$ cat src/rtl/flash_copy_dma.sv
// Flash-to-memory word copy engine with a Wishbone master and a running checksum of the words it reads.
// Optional ack watchdog: define FLASH_COPY_DMA_TIMEOUT_EN (limit set by TIMEOUT).
module flash_copy_dma #(
    parameter logic [7:0] TIMEOUT = 8'd255
) (
    input  logic        sys_clk,
    input  logic        sys_rst_n,
    input  logic        start,
    input  logic [31:0] src_adr,
    input  logic [31:0] dst_adr,
    input  logic [15:0] len,
    output logic        busy,
    output logic        done,
    output logic        err,
    output logic [31:0] checksum,
    output logic [31:0] wbm_adr_o,
    output logic [31:0] wbm_dat_o,
    input  logic [31:0] wbm_dat_i,
    output logic [3:0]  wbm_sel_o,
    output logic        wbm_cyc_o,
    output logic        wbm_stb_o,
    output logic        wbm_we_o,
    input  logic        wbm_ack_i,
    output logic [1:0]  state_dbg
);

    typedef enum logic [1:0] {
        IDLE = 2'd0,
        RD   = 2'd1,
        WR   = 2'd2,
        FIN  = 2'd3
    } state_t;

    state_t      state;
    logic [1:0]  rst_sync;
    logic        rst_n_int;
    logic [29:0] src_ptr;
    logic [29:0] dst_ptr;
    logic [15:0] remain;
    logic [31:0] data_buf;
    logic        unused_ok;

    // Reset asserts immediately but releases only after two sys_clk edges.
    always_ff @(posedge sys_clk or negedge sys_rst_n) begin
        if (!sys_rst_n) rst_sync <= 2'b00;
        else            rst_sync <= {rst_sync[0], 1'b1};
    end
    assign rst_n_int = rst_sync[1];

    assign wbm_sel_o = 4'b1111;
    assign state_dbg = state;

`ifdef FLASH_COPY_DMA_TIMEOUT_EN
    logic       err_q;
    logic [7:0] tmo_cnt;
    assign err       = err_q;
    assign unused_ok = ^{src_adr[1:0], dst_adr[1:0]};
`else
    assign err       = 1'b0;
    assign unused_ok = ^{src_adr[1:0], dst_adr[1:0], TIMEOUT};
`endif

    // Bus handshake: a beat is offered while cyc&stb are high and completes on the
    // edge that sees ack with stb high; ack with stb low is ignored. Each state
    // spends its first cycle with stb low, so strobes are never back-to-back.
    always_ff @(posedge sys_clk or negedge rst_n_int) begin
        if (!rst_n_int) begin
            state     <= IDLE;
            busy      <= 1'b0;
            done      <= 1'b0;
            checksum  <= '0;
            wbm_adr_o <= '0;
            wbm_dat_o <= '0;
            wbm_cyc_o <= 1'b0;
            wbm_stb_o <= 1'b0;
            wbm_we_o  <= 1'b0;
            src_ptr   <= '0;
            dst_ptr   <= '0;
            remain    <= '0;
            data_buf  <= '0;
`ifdef FLASH_COPY_DMA_TIMEOUT_EN
            err_q     <= 1'b0;
            tmo_cnt   <= '0;
`endif
        end else begin
            done <= 1'b0;
            case (state)
                IDLE: begin
                    if (start) begin
                        src_ptr  <= src_adr[31:2];
                        dst_ptr  <= dst_adr[31:2];
                        remain   <= len;
                        checksum <= '0;
                        busy     <= 1'b1;
`ifdef FLASH_COPY_DMA_TIMEOUT_EN
                        err_q    <= 1'b0;
`endif
                        state    <= (len == 16'd0) ? FIN : RD;
                    end
                end
                RD: begin
                    if (!wbm_stb_o) begin
                        wbm_cyc_o <= 1'b1;
                        wbm_stb_o <= 1'b1;
                        wbm_we_o  <= 1'b0;
                        wbm_adr_o <= {src_ptr, 2'b00};
                    end else if (wbm_ack_i) begin
                        data_buf  <= wbm_dat_i;
                        checksum  <= checksum + wbm_dat_i;
                        wbm_cyc_o <= 1'b0;
                        wbm_stb_o <= 1'b0;
                        state     <= WR;
                    end
                end
                WR: begin
                    if (!wbm_stb_o) begin
                        wbm_cyc_o <= 1'b1;
                        wbm_stb_o <= 1'b1;
                        wbm_we_o  <= 1'b1;
                        wbm_adr_o <= {dst_ptr, 2'b00};
                        wbm_dat_o <= data_buf;
                    end else if (wbm_ack_i) begin
                        wbm_cyc_o <= 1'b0;
                        wbm_stb_o <= 1'b0;
                        wbm_we_o  <= 1'b0;
                        src_ptr   <= src_ptr + 30'd1;
                        dst_ptr   <= dst_ptr + 30'd1;
                        remain    <= remain - 16'd1;
                        state     <= (remain == 16'd1) ? FIN : RD;
                    end
                end
                FIN: begin
                    done  <= 1'b1;
                    busy  <= 1'b0;
                    state <= IDLE;
                end
                default: state <= IDLE;
            endcase
`ifdef FLASH_COPY_DMA_TIMEOUT_EN
            // Watchdog: strobe stays up for exactly TIMEOUT cycles before the abort.
            if (wbm_stb_o && !wbm_ack_i) begin
                if (tmo_cnt == TIMEOUT - 8'd1) begin
                    wbm_cyc_o <= 1'b0;
                    wbm_stb_o <= 1'b0;
                    wbm_we_o  <= 1'b0;
                    err_q     <= 1'b1;
                    tmo_cnt   <= '0;
                    state     <= FIN;
                end else begin
                    tmo_cnt <= tmo_cnt + 8'd1;
                end
            end else begin
                tmo_cnt <= '0;
            end
`endif
        end
    end

endmodule

$ cat config.mk
export PLATFORM = sky130hd
export DESIGN_NAME = flash_copy_dma
export DESIGN_NICKNAME = d
export VERILOG_FILES = /design/src/rtl/flash_copy_dma.sv
export SDC_FILE = /design/constraint.sdc
export NUM_CORES = 1
export LEC_CHECK = 0
export ABC_AREA = 0
export CORE_ASPECT_RATIO = 1.4
export CORE_MARGIN = 2
export CORE_UTILIZATION = 57
export CTS_CLUSTER_DIAMETER = 30
export DETAILED_ROUTE_END_ITERATION = 10
export GPL_TIMING_DRIVEN = 0
export PLACE_DENSITY = 0.95
export SYNTH_ARGS = -nofsm -noshare
export SYNTH_HDL_FRONTEND = slang
export SYNTH_SLANG_ARGS = --single-unit
$ cat constraint.sdc
create_clock -name sys_clk -period 18 [get_ports sys_clk]
set_input_delay 4.5 -clock sys_clk [delete_from_list [all_inputs] [get_ports sys_clk]]
set_output_delay 4.5 -clock sys_clk [all_outputs]
set_load 0.01 [all_outputs]
After elaboration in Yosys (flattened, before gate mapping) --
Index checks and enable logic that the tools add are counted.
Word-level totals: register bits after elaboration 213, input port bits 116, output and inout bits 108, logic and storage cells 84
Cells by class: add/subtract/negate cells 4, equal/unequal tests 13, muxes and demuxes 36, bitwise gates (word level) 1, reductions and logical operators 16
Operators with widths (number):
- $mux W30 | 6
- $mux W32 | 5
- $pmux W32 S2 | 2
- $pmux W30 S2 | 2
- $add A30 B1 Y30 const B | 2
- $mux W16 | 3
- $add A32 B32 Y32 | 1
- $pmux W16 S2 | 1
- $eq A16 B1 Y1 const B | 1
- $logic_not A16 Y1 | 1
- $sub A16 B1 Y16 const B | 1
- $mux W2 | 7
- $ne A2 B2 Y1 const B | 7
- $reduce_and A3 Y1 | 3
- $pmux W2 S4 | 1
- $reduce_and A4 Y1 | 2
- $reduce_bool A2 Y1 | 4
- $mux W1 | 7
- $reduce_and A2 Y1 | 3
- $reduce_and A5 Y1 | 1
- $eq A2 B2 Y1 const B | 2
- $pmux W1 S2 | 2
- $ne A3 B3 Y1 const B | 1
- $eq A2 B1 Y1 const B | 1
- 4 further kinds | 4

Logic depth before layout (Yosys ltp) --
depth in word-level cells 5, mapped depth 11, mapped depth without buffers 11

Least setup slack after synthesis --
OpenSTA, ideal clock, no wires.
path type input-to-reg, start point input port wbm_dat_i[24], end point register checksum[31], library setup time 0.124 ns, arrival 6.394 ns, data required time 17.876 ns, setup slack 11.482 ns, stages on the path 10, buffers on the path 1, path through ha_1 buf_6 a21oi_4 o21bai_2 a21oi_2 o31ai_1 a221o_1 or3_1 and3_1 a211o_1
Between the ends: longest elaborated chain between the ends 4
RTL lines:
- start, declared | RTL line 18 | input logic [31:0] wbm_dat_i,
- $add A32 B32 Y32 | RTL line 109 | checksum <= checksum + wbm_dat_i;
- $mux W32 | RTL line 107 | end else if (wbm_ack_i) begin
- $mux W32 | RTL line 102 | if (!wbm_stb_o) begin
- $pmux W32 S2 | RTL line 87 | case (state)
- end signal, assigned | RTL line 109
- end, declared | RTL line 15 | output logic [31:0] checksum,
Every way passes these cells. The select of a mux whose other input is x is not followed. A chain may end at the register's enable or synchronous reset.

Final worst setup path --
start point input port wbm_dat_i[0], end point register checksum[24]
The elaborated chain is that of the path after synthesis.

==> metrics.cfg <==
[status]
status = finished, final reports clean

[worst_setup_path]
r2r_slack_ns = 14.53
crit_path_cell_trace = clkdlybuf4s50_1, ha_1, inv_1, fa_1, nand2b_1, a21oi_1, o311ai_1, nand3_1, a31oi_1, o21ai_0, xnor2_1, o21ai_0
slowest_delay_ns = 0.52
crit_path_max_fanout = 4
critPathCaptureType = flop
crit_type = input pin to flop
arrival_ns = 7.63
crit_path_top_delay_cell = a31oi_1
critical_path.top_delay_family = compound AO/OA/AOI/OAI gates
cp.required_ns = 18.41
cp-start-kind = input pin
cpMostUsedCell = o21ai_0
cp_num_buf_inv = 2

[power_and_ir_drop]
p_sw_w = 0.00135
power.density_mw_per_mm2 = 203
seqPwrFrac_pct = 29.7
p_comb_share_pct = 47.8
power.internal_w = 0.00179
swShare_pct = 43.0
cellLeakagePower_nw = 6.60
power.ir.vdd_worst_uv = 127
p_clk_share_pct = 22.5

[yosys]
ys_ff_latch = 211
syn_area_mm2 = 0.0116
synth_edf_count = 0
synth_top_cell_by_area = dfrtp_1
ys_async_sr_fraction_pct = 100
yosys.area.top_type_share_pct = 45.4
synth.distinct_cells = 73
netlist_top_cells_area = dfrtp_1 (45%), o21ai_0 (6.2%), mux2_2 (6.1%), a21oi_1 (4.6%), nand2_1 (4.5%)
syn_inst = 1240
synth_top_flop_cell = dfrtp_1
synth_area_per_cell_um2 = 9.38
yosysWarnings = 0
yosysSeqAreaShare_pct = 45.4

[drt]
first_pass_iters = 8
wl_mm = 37.4
detail_route.vias_per_cell = 6.42
wl_per_cell_um = 21.0
antenna_left = 0
vias = 11400
drt_iter0_drc = 1172
route.detailed.drc = 0

[clock_network]
post_cts_buffers = 0
cts_buffers = 38
cts_tree = built
clk_latency_ns = 0.53
cts-hold-fix-buffers = 0
clk_pin_slew_worst_paths_ns = 0.06
h-tree-depth = 2
cts.sinks = 211
root_buffer = clkbuf_16
clk_path_buf_depth = 3
cts_resized = 0

[sta]
skew_ns = 0.0364
finalSetupTns_ns = 0
post-route-period-util_pct = 40.1
drv_slew = 0
final_hold_viol_count = 0
setup_viol = 0
fin_crit_ns = 7.21
max_freq_ghz = 0.139
slew_headroom_pct = 37.8
rsz0062_at_grt = no
tightest_slew_ns = 0.929

[final_layout]
final_cell_area_mm2 = 0.0154
fin_util_pct = 77.5
multi_input_area_mm2 = 0.00592
nFillCells = 1192
insertedDiodeCount = 0
final_net_count = 1657
final_layout_size_suffix_gt1_share_pct = 11.4
area_growth_pct = 32.7
fin_cells = 1782
seq_area_mm2 = 0.00528

[hold_path]
hold_path_class = flop to async pin

[floorplan]
dieArea_mm2 = 0.0216
fp.dieW_um = 125
core_mm2 = 0.0199
rows = 61
die_h_um = 173
num_io_pins = 224
start_util_pct = 58.4

[grt]
grt_max_degree = 69
grt_use_total_pct = 34.2
grt_antenna_before_repair = 0
grt_pass1_wl_mm = 59.7
grt_pass1_vias = 11700
grt.overflow.total = 0

[place]
portBuffers = 212
place_hpwl_mm = 26.4
dpl.cell_count = 1713
gp_routability_congestion = 0.947
placedInstanceArea_mm2 = 0.0142

[job]
drv_cap = 0

cell families (layout without fill, tap and decap cells):
family / Yosys count / count (layout) / synth area share [%]
muxes: 113 / 113 / 10.4
DFF: 211 / 211 / 45.4
AOI/OAI and AO/OA: 399 / 399 / 20.3
and+or+nand+nor: 347 / 347 / 13.9
buffers and inverters: 107 / 391 / 3.93
adders and majority gates: 40 / 40 / 4.37
xor gates and xnor gates: 21 / 21 / 1.58
other: 2 / 8 / 0.0646
state kept, by name, indices dropped and copies added (netlist names), 2 cells and up:
signal / flops
remain: 16
wbm_adr_o: 30
state_dbg: 2
src_ptr: 30
data_buf: 32
wbm_dat_o: 32
dst_ptr: 30
checksum: 32
rst_sync: 2
worst register-to-register path: cells and delay by family, from the launching register on:
kind | cells | cell delay [ns]
AO/OA/AOI/OAI | 3 | 1.00
adder cells (fa/ha/maj) | 1 | 0.31
buffers and inverters | 3 | 0.96
flip-flops | 1 | 0.43
AND/OR/NAND/NOR | 2 | 0.64
stage by stage:
step                      hold slack (ns)  setup slack [ns]  power, W
after CTS                           0.232             10.87   0.00310
after global routing                0.252             10.62   0.00330
after global placement              0.335              9.48   0.00228
final                               0.220             10.79   0.00314
after floorplan                     0.331             11.48   0.00178
after detailed placement            0.220             10.44   0.00236
layer usage:
layer / vias to the layer above / wire (um) / share of wire (%) / track usage [%]
li1: 5065 / - / - / -
met1: 5302 / 12500 / 34 / 38.5
met2: 839 / 18600 / 50 / 59.1
met3: 239 / 3550 / 9.5 / 5.69
met4: 0 / 2690 / 7.2 / 23.3
met5: - / 0 / 0 / 0
cell usage after synthesis (all sizes together) (3+ instances only):
master / number
a22o: 3
o21ai: 148
a22oi: 8
nor2b: 3
a211oi: 3
buf: 23
nand3: 64
o21ba: 3
mux2: 63
inv: 33
a31o: 3
nand2b: 12
nand2: 138
mux2i: 50
and4: 3
nor3: 15
a31oi: 19
nand4: 13
clkbuf: 50
or3: 4
nor2: 52
xor2: 6
a21o: 8
o211ai: 4
and3: 23
and2: 7
xnor2: 15
a21oi: 112
o21bai: 10
nor4: 7
o22ai: 48
dfrtp: 211
ha: 39
o31ai: 9
layout by cell type (no fill, tap or decap), drive strengths merged, types with 50 or more instances in the layout:
cell type,instances
nand2,138
clkbuf,91
nor2,52
o21ai,148
dfrtp,211
a21oi,112
nand3,64
mux2i,50
clkdlybuf4s50,212
mux2,63
power by group through the flow:
stage / registers [W] / logic (W) / clock network (W)
after floorplan: 0.000925 / 0.000855 / 0
after global placement: 0.000912 / 0.00136 / 0
after detailed placement: 0.000925 / 0.00144 / 0
after CTS: 0.000923 / 0.00147 / 0.000709
after global routing: 0.000961 / 0.00161 / 0.000734
final: 0.000933 / 0.00150 / 0.000706
path summary, 6_finish.rpt:
kind                              start           end  cells past startpoint
setup / recovery           wbm_dat_i[0]  checksum[24]                     12
hold / removal              rst_sync[1]  data_buf[26]                      0
setup reg to reg           state_dbg[0]    dst_ptr[8]                      9
hold reg to reg             rst_sync[1]  data_buf[26]                      0
max in group asynchronous     sys_rst_n   rst_sync[1]                      1
min in group sys_clk        rst_sync[0]   rst_sync[1]                      0
layout make-up:
cell class              count  share of cell area [%]
multi-input cells         928                    38.3
flip-flops and latches    211                    34.2
repair buffers            215                    14.3
clock buffers              41                    6.30
plain buffers              73                    2.13
well taps                 252                    2.04
clock inverters            28                    1.83
inverters                  34                   0.827
Power figures use the tool's default switching activity.
